**config.mk**
```make
export PLATFORM = sky130hd
export DESIGN_NAME = pc_gen
export DESIGN_NICKNAME = d
export VERILOG_FILES = /design/src/rtl/pc_gen.sv
export SDC_FILE = /design/constraint.sdc
export NUM_CORES = 1
export LEC_CHECK = 0
export BUFFER_PORTS_ARGS = -buffer_cell sky130_fd_sc_hd__buf_2
export CORE_MARGIN = 1.5
export CORE_UTILIZATION = 27
export DETAILED_ROUTE_END_ITERATION = 16
export PLACE_DENSITY = 0.57
export SYNTH_ARGS = -nofsm -noshare
export SYNTH_HDL_FRONTEND = slang
export SYNTH_SLANG_ARGS = --single-unit
```
**constraint.sdc**
```tcl
create_clock -name clk -period 2 [get_ports clk]
set_input_delay 0.3 -clock clk [delete_from_list [all_inputs] [get_ports clk]]
set_output_delay 0.3 -clock clk [all_outputs]
set_load 0.005 [all_outputs]
```
**src/rtl/pc_gen.sv**
```systemverilog
// rtl/pc_gen.sv - program-counter generator for the yadan fetch stage
// Sequential advance with end-of-space wrap, trap/branch redirects, one-deep redirect buffer while fetch is off.
module pc_gen #(
   parameter int unsigned        ADDR_W     = 32,
   parameter logic [ADDR_W-1:0]  START_ADDR = 32'h0000_0000,
   parameter logic [ADDR_W-1:0]  END_ADDR   = 32'h0000_FFFC,
   parameter int unsigned        STALL_W    = 5,
   parameter bit                 C_EXT      = 1'b1
) (
   input  logic               clk,
   input  logic               rst,
   input  logic               en_i,
   input  logic               trap_flag_i,
   input  logic [ADDR_W-1:0]  trap_addr_i,
   input  logic               branch_flag_i,
   input  logic [ADDR_W-1:0]  branch_addr_i,
   input  logic [STALL_W-1:0] stalled_i,
   input  logic               fetch_gnt_i,
   input  logic               step_half_i,
   output logic [ADDR_W-1:0]  pc_o,
   output logic               ce_o,
   output logic               fetch_req_o,
   output logic               redirect_o,
   output logic               wrap_o,
   output logic               misalign_o
);

   typedef enum logic [1:0] {BOOT, RUN, PEND} state_t;

   localparam logic [ADDR_W-1:0] LOW_MASK = C_EXT ? ADDR_W'(1) : ADDR_W'(3);

   state_t            state_q, state_d;
   logic [ADDR_W-1:0] pc_q, pc_d;
   logic [ADDR_W-1:0] pend_addr_q, pend_addr_d;
   logic              pend_is_trap_q, pend_is_trap_d;
   logic              redirect_q, redirect_d;
   logic              wrap_q, wrap_d;
   logic              misalign_q, misalign_d;

   logic              fresh_req;
   logic [ADDR_W-1:0] fresh_tgt;
   logic [ADDR_W-1:0] fresh_aligned;
   logic              fresh_mis;
   logic [ADDR_W-1:0] step;
   logic              advance;
   logic              unused_stall;

   // Trap outranks branch whenever both are presented in the same cycle.
   assign fresh_req     = trap_flag_i | branch_flag_i;
   assign fresh_tgt     = trap_flag_i ? trap_addr_i : branch_addr_i;
   assign fresh_aligned = fresh_tgt & ~LOW_MASK;
   assign fresh_mis     = |(fresh_tgt & LOW_MASK);
   assign step          = (C_EXT && step_half_i) ? ADDR_W'(2) : ADDR_W'(4);
   assign advance       = en_i & ~stalled_i[0] & fetch_gnt_i;
   assign unused_stall  = ^stalled_i;

   always_comb begin
      state_d        = state_q;
      pc_d           = pc_q;
      pend_addr_d    = pend_addr_q;
      pend_is_trap_d = pend_is_trap_q;
      redirect_d     = 1'b0;
      wrap_d         = 1'b0;
      misalign_d     = 1'b0;
      case (state_q)
         PEND: begin
            if (en_i) begin
               // A fresh redirect supersedes the buffered one; stall never blocks the load.
               pc_d           = fresh_req ? fresh_aligned : pend_addr_q;
               misalign_d     = fresh_req & fresh_mis;
               redirect_d     = 1'b1;
               pend_addr_d    = '0;
               pend_is_trap_d = 1'b0;
               state_d        = RUN;
            end else if (trap_flag_i | (branch_flag_i & ~pend_is_trap_q)) begin
               pend_addr_d    = fresh_aligned;
               pend_is_trap_d = trap_flag_i;
               misalign_d     = fresh_mis;
            end
         end
         default: begin
            state_d = RUN;
            if (fresh_req) begin
               misalign_d = fresh_mis;
               if (en_i) begin
                  pc_d       = fresh_aligned;
                  redirect_d = 1'b1;
               end else begin
                  pend_addr_d    = fresh_aligned;
                  pend_is_trap_d = trap_flag_i;
                  state_d        = PEND;
               end
            end else if (state_q == RUN && advance) begin
               if (pc_q >= END_ADDR) begin
                  pc_d   = START_ADDR;
                  wrap_d = 1'b1;
               end else begin
                  pc_d = pc_q + step;
               end
            end
         end
      endcase
   end

   always_ff @(posedge clk or negedge rst) begin
      if (!rst) begin
         state_q        <= BOOT;
         pc_q           <= START_ADDR;
         pend_addr_q    <= '0;
         pend_is_trap_q <= 1'b0;
         redirect_q     <= 1'b0;
         wrap_q         <= 1'b0;
         misalign_q     <= 1'b0;
      end else begin
         state_q        <= state_d;
         pc_q           <= pc_d;
         pend_addr_q    <= pend_addr_d;
         pend_is_trap_q <= pend_is_trap_d;
         redirect_q     <= redirect_d;
         wrap_q         <= wrap_d;
         misalign_q     <= misalign_d;
      end
   end

   assign pc_o        = pc_q;
   assign ce_o        = en_i;
   assign fetch_req_o = en_i & ~stalled_i[0] & (state_q != BOOT);
   assign redirect_o  = redirect_q;
   assign wrap_o      = wrap_q;
   assign misalign_o  = misalign_q;

endmodule

```
* Word level (Yosys, flattened, before mapping)
Index checks and enable logic that the tools add are counted.
** Storage, ports and cells
- Register bits :: 70
- Bits in latches :: 0
- Memory bits (writable) :: 0
- Bits in read-only memories :: 0
- Bits of input ports :: 76
- Output and inout port bits :: 37
- Logic and storage cells :: 64
- Memories :: 0
** Operators by class
- Add/sub/neg operators :: 1
- Multiply operators :: 0
- Divide/modulo/power cells :: 0
- Order comparisons :: 1
- Eq/ne operators :: 6
- Shift-type cells :: 0
- Mux-type cells :: 34
- Bitwise operators :: 9
- Reductions and logical operators :: 6
** Operators by type and width (number)
- $mux W32 :: 13
- $add A32 B3 Y32 :: 1
- $ge A32 B16 Y1 const B :: 1
- $mux W1 :: 16
- $mux W2 :: 4
- $reduce_and A3 Y1 :: 2
- $and A1 B1 Y1 :: 5
- $ne A2 B2 Y1 const B :: 2
- $reduce_bool A2 Y1 :: 2
- $mux W3 :: 1
- $ne A3 B3 Y1 const B :: 1
- $reduce_bool A3 Y1 :: 1
- $eq A2 B1 Y1 const B :: 1
- $eq A2 B2 Y1 const B :: 1
- $ne A2 B1 Y1 const B :: 1
- $not A1 Y1 :: 2
- $or A1 B1 Y1 :: 2
- $logic_and A1 B1 Y1 :: 1

* Longest topological paths before layout
- Depth in word-level cells :: 7
- Gate-level depth with buffers :: 7
- Depth with buffers taken out :: 7

* Worst setup path before layout
OpenSTA, ideal clock, no wires.
- Path kind :: register to register
- Start point :: register pc_q[2] (netlist: pc_o[2])
- End point :: register pc_q[16] (netlist: pc_o[16])
- Setup time :: 123 ps
- Arrival :: 1557 ps
- Data required time :: 1877 ps
- Setup slack :: 321 ps
- Stages on the path, launching flop included :: 7
- Path buffers :: 0
- Period minus slack after synthesis :: 1679 ps
- Cells stage by stage :: dfrtp_1 ha_1 a21oi_1 nor3_1 nand2_1 xnor2_1 o221a_2
** Between the ends
- Cells in the longest elaborated chain, start to end :: 5
- Elaborated cells between the ends (all ways) :: 6
** RTL lines
- start: declaration :: RTL line 33 : logic [ADDR_W-1:0] pc_q, pc_d;
- start signal: assignment :: RTL line 116 : pc_q <= pc_d;
- $add A32 B3 Y32 / $ge A32 B16 Y1 (equally long branches) :: RTL line 98, 94
- $mux W32 * :: RTL line 94 : if (pc_q >= END_ADDR) begin
- $mux W32 * :: RTL line 93 : end else if (state_q == RUN && advance) begin
- $mux W32 * :: RTL line 83 : if (fresh_req) begin
- $mux W32 * :: RTL line 65 : case (state_q)
Every way passes the cells marked *; elsewhere a longest branch is shown, timed or not. The select of a mux whose other input is x is not followed.
A chain may end at the register's enable or synchronous reset.

* Final worst setup path
- Start point :: register pc_q[26] (netlist: pc_o[26])
- End point :: register pc_q[2] (netlist: pc_o[2])
** Between the ends
- Cells in the longest elaborated chain, start to end :: 5
** RTL lines (RTL line)
- $ge A32 B16 Y1 :: 94
- $mux W32 :: 94
- $mux W32 :: 93
- $mux W32 :: 83
- $mux W32 :: 65
No other way between the ends. The select of a mux whose other input is x is not followed.

==> flow_summary.ini <==
[floorplan]
initial_core_util_pct = 27.9
ios = 113
die_h_um = 121
row_count = 42
die_area_sq_mm = 0.0145
die_x_um = 121
core_area_sq_mm = 0.0133

[power]
p_total_w = 0.00410
p_leak_nw = 2.17
peakVddDrop_mv = 0.420
power_density_mw_per_mm2 = 834

[detailed_routing]
route.detailed.drc = 0
wl_per_cell_um = 16.6
drt-pass1-iter-count = 7
vias_per_cell = 5.20
routed_wl_mm = 11.1
dr_total_vias = 3469
drtIter0Drc = 345
ant_nets = 0

[cts]
ctsHoldBuffers = 0
cts.clk_slew.worst_paths_ns = 0.05
insertion_delay_ns = 0.33
numCtsBuffers = 9
cts_setup_buffers = 0
cts_tree = built
clockRootBuffer = clkbuf_16
htree_num_levels = 3
cts.path.max_buffers = 2
clock-sinks = 68

[placement]
dp_hpwl_mm = 7.76
place.gp.congestion = 0.759
port_buffers = 107
post-place-ws_ns = -0.150

[worst_setup_path]
crit_required_ns = 2.25
worstPathMaxFanout = 9
worstSetupEndpointType = flip-flop
worstPathArrival_ns = 2.20
worst-setup-path-type = flip-flop to flip-flop
start_kind = flip-flop

[grt]
grt_pass1_vias = 3424
gr-usage-met3_pct = 4.20
grt_antenna_before_repair = 0
track_usage_pct = 15.8
grt_overflow_total = 0
grt.busiest_layer = met2
grt.met1_usage_pct = 21.9
grt_pass1_wl_mm = 17.8
grt_start_max_net_pins = 69
use_met2_pct = 24.3

[sta]
clock-skew-final_ns = 0.00765
period_share_pct = 97.8
worstMarginPinSlew_ns = 0.995
fmax_mhz = 511
drv_slew = 0
rsz0062_at_grt = true
final.setup.worst_slack_ns = 0.0448
worst_hold_slack_ns = -0.00702
fin_crit_ns = 1.96
slew_headroom_pct = 33.4
setup_viol = 0
finalHoldViolCount = 2

[synth]
synthesis.nets = 458
synthFlopType = dfrtp_1
yosys_register_bits = 68
yosysWarningCount = 0
synthArstFlopShare_pct = 100
synth_edf_count = 0
synth_cells = 379
synth_most_common_cell = dfrtp_1
synth.distinct_cells = 41
synth_area_leaders = dfrtp_1, a222oi_1, mux2i_1
ys_top_cells_by_count = dfrtp_1, nand2_1, nor2_1
synth-seq-area-share_pct = 45.6
synth_area_sq_mm = 0.00373
synth_top_area_share_pct = 45.6
avgSynthCellArea_sq_um = 9.84
yosys.area.top_type = dfrtp_1

[hold_path]
hold_class = primary input to async pin

[final_layout]
syn_to_final_growth_pct = 31.7
drive_gt1_share_pct = 32.0
register_area_sq_mm = 0.00170
finalNetCount = 565
nFillCells = 1393
multi_input_area_sq_mm = 0.00192
antenna-diode-count = 0

[status]
violations = hold timing
status = finished, violations left

[run]
maxCapViolations = 0
## metrics by stage
step	util (%)	hold WS, ns	setup TNS (ns)	instances	cell area (sq um)
2_1_floorplan	-	0.00441	0	379	3730
3_3_place_gp	34.4	0.361	-1.67	651	4590
3_5_place_dp	34.4	0.367	-1.58	651	4590
4_1_cts	36.6	0.00504	0	667	4890
5_1_grt	36.8	0.0166	-0.0978	667	4910
6_report	36.8	-0.00702	0	667	4910
## registers in the layout (all words and copies together) (netlist names)
name	cells
pend_is_trap_q	1
pend_addr_q	31
pc_o	31
misalign_o	1
wrap_o	1
state_q	2
redirect_o	1
## cells in the final DEF (no fill, tap or decap), types with 9 or more instances in the layout
master     instances
buf_2            107
dfrtp_1           68
nand2_1           49
nor2_1            36
mux2i_1           31
o31ai_1           31
a222oi_1          31
a21oi_1           16
buf_4             16
a31oi_1           14
clkbuf_16          9
## path summary, 6_finish.rpt
path,end,slack (ns),cells past startpoint,startpoint
min,pc_o[25],-0.007,2,rst
max in group asynchronous,pend_addr_q[5],1.70,2,rst
min in group clk,misalign_o,0.20,2,trap_addr_i[0]
max reg2reg,pc_o[2],0.04,8,pc_o[26]
max,pc_o[2],0.04,8,pc_o[26]
min reg2reg,pend_addr_q[13],0.48,2,pend_addr_q[13]
## timing repair
item,CTS,global route
gates resized for setup,3,4
setup endpoints to repair,15,14
pin swaps,0,0
gates cloned,0,0
hold endpoints to repair,0,0
## power by group
group | switching (W) | leakage, nW | internal, W
logic | 0.000433 | 1.21 | 0.000392
clock network | 0.000581 | 0.140 | 0.000941
registers | 0.000177 | 0.812 | 0.00157
total | 0.00119 | 2.17 | 0.00290
## kinds of logic after synthesis
family | after synthesis | share of synthesized area [%]
other cells | 1 | 0.101
compound gates | 102 | 22.1
xor+xnor | 14 | 3.29
buf+inv | 39 | 4.56
simple gates | 121 | 14.8
mux | 31 | 8.32
fa+ha+maj | 3 | 1.21
flops | 68 | 45.6
## critical path, stage by stage, from the launching register on
cell      delay [ns]
dfrtp_1         0.42
nor4_4          0.34
buf_4           0.16
nand4_1         0.11
buf_4           0.19
a311oi_4        0.23
buf_6           0.18
nand2_2         0.06
a31oi_2         0.18
## routing by layer
metal	routed length, um	vias to the layer above
met5	0	-
met4	162	0
met3	575	13
met2	5080	116
met1	5240	1678
li1	-	1662
## area by class of cell
cell class | count | area share [%]
inverter | 6 | 0.459
timing repair buffer | 129 | 15.6
multi-input combinational | 272 | 39.0
tap | 176 | 4.49
clock buffer | 15 | 5.66
sequential | 68 | 34.7
clock inverter | 1 | 0.102
No activity file was read; power rests on OpenSTA's default activity.
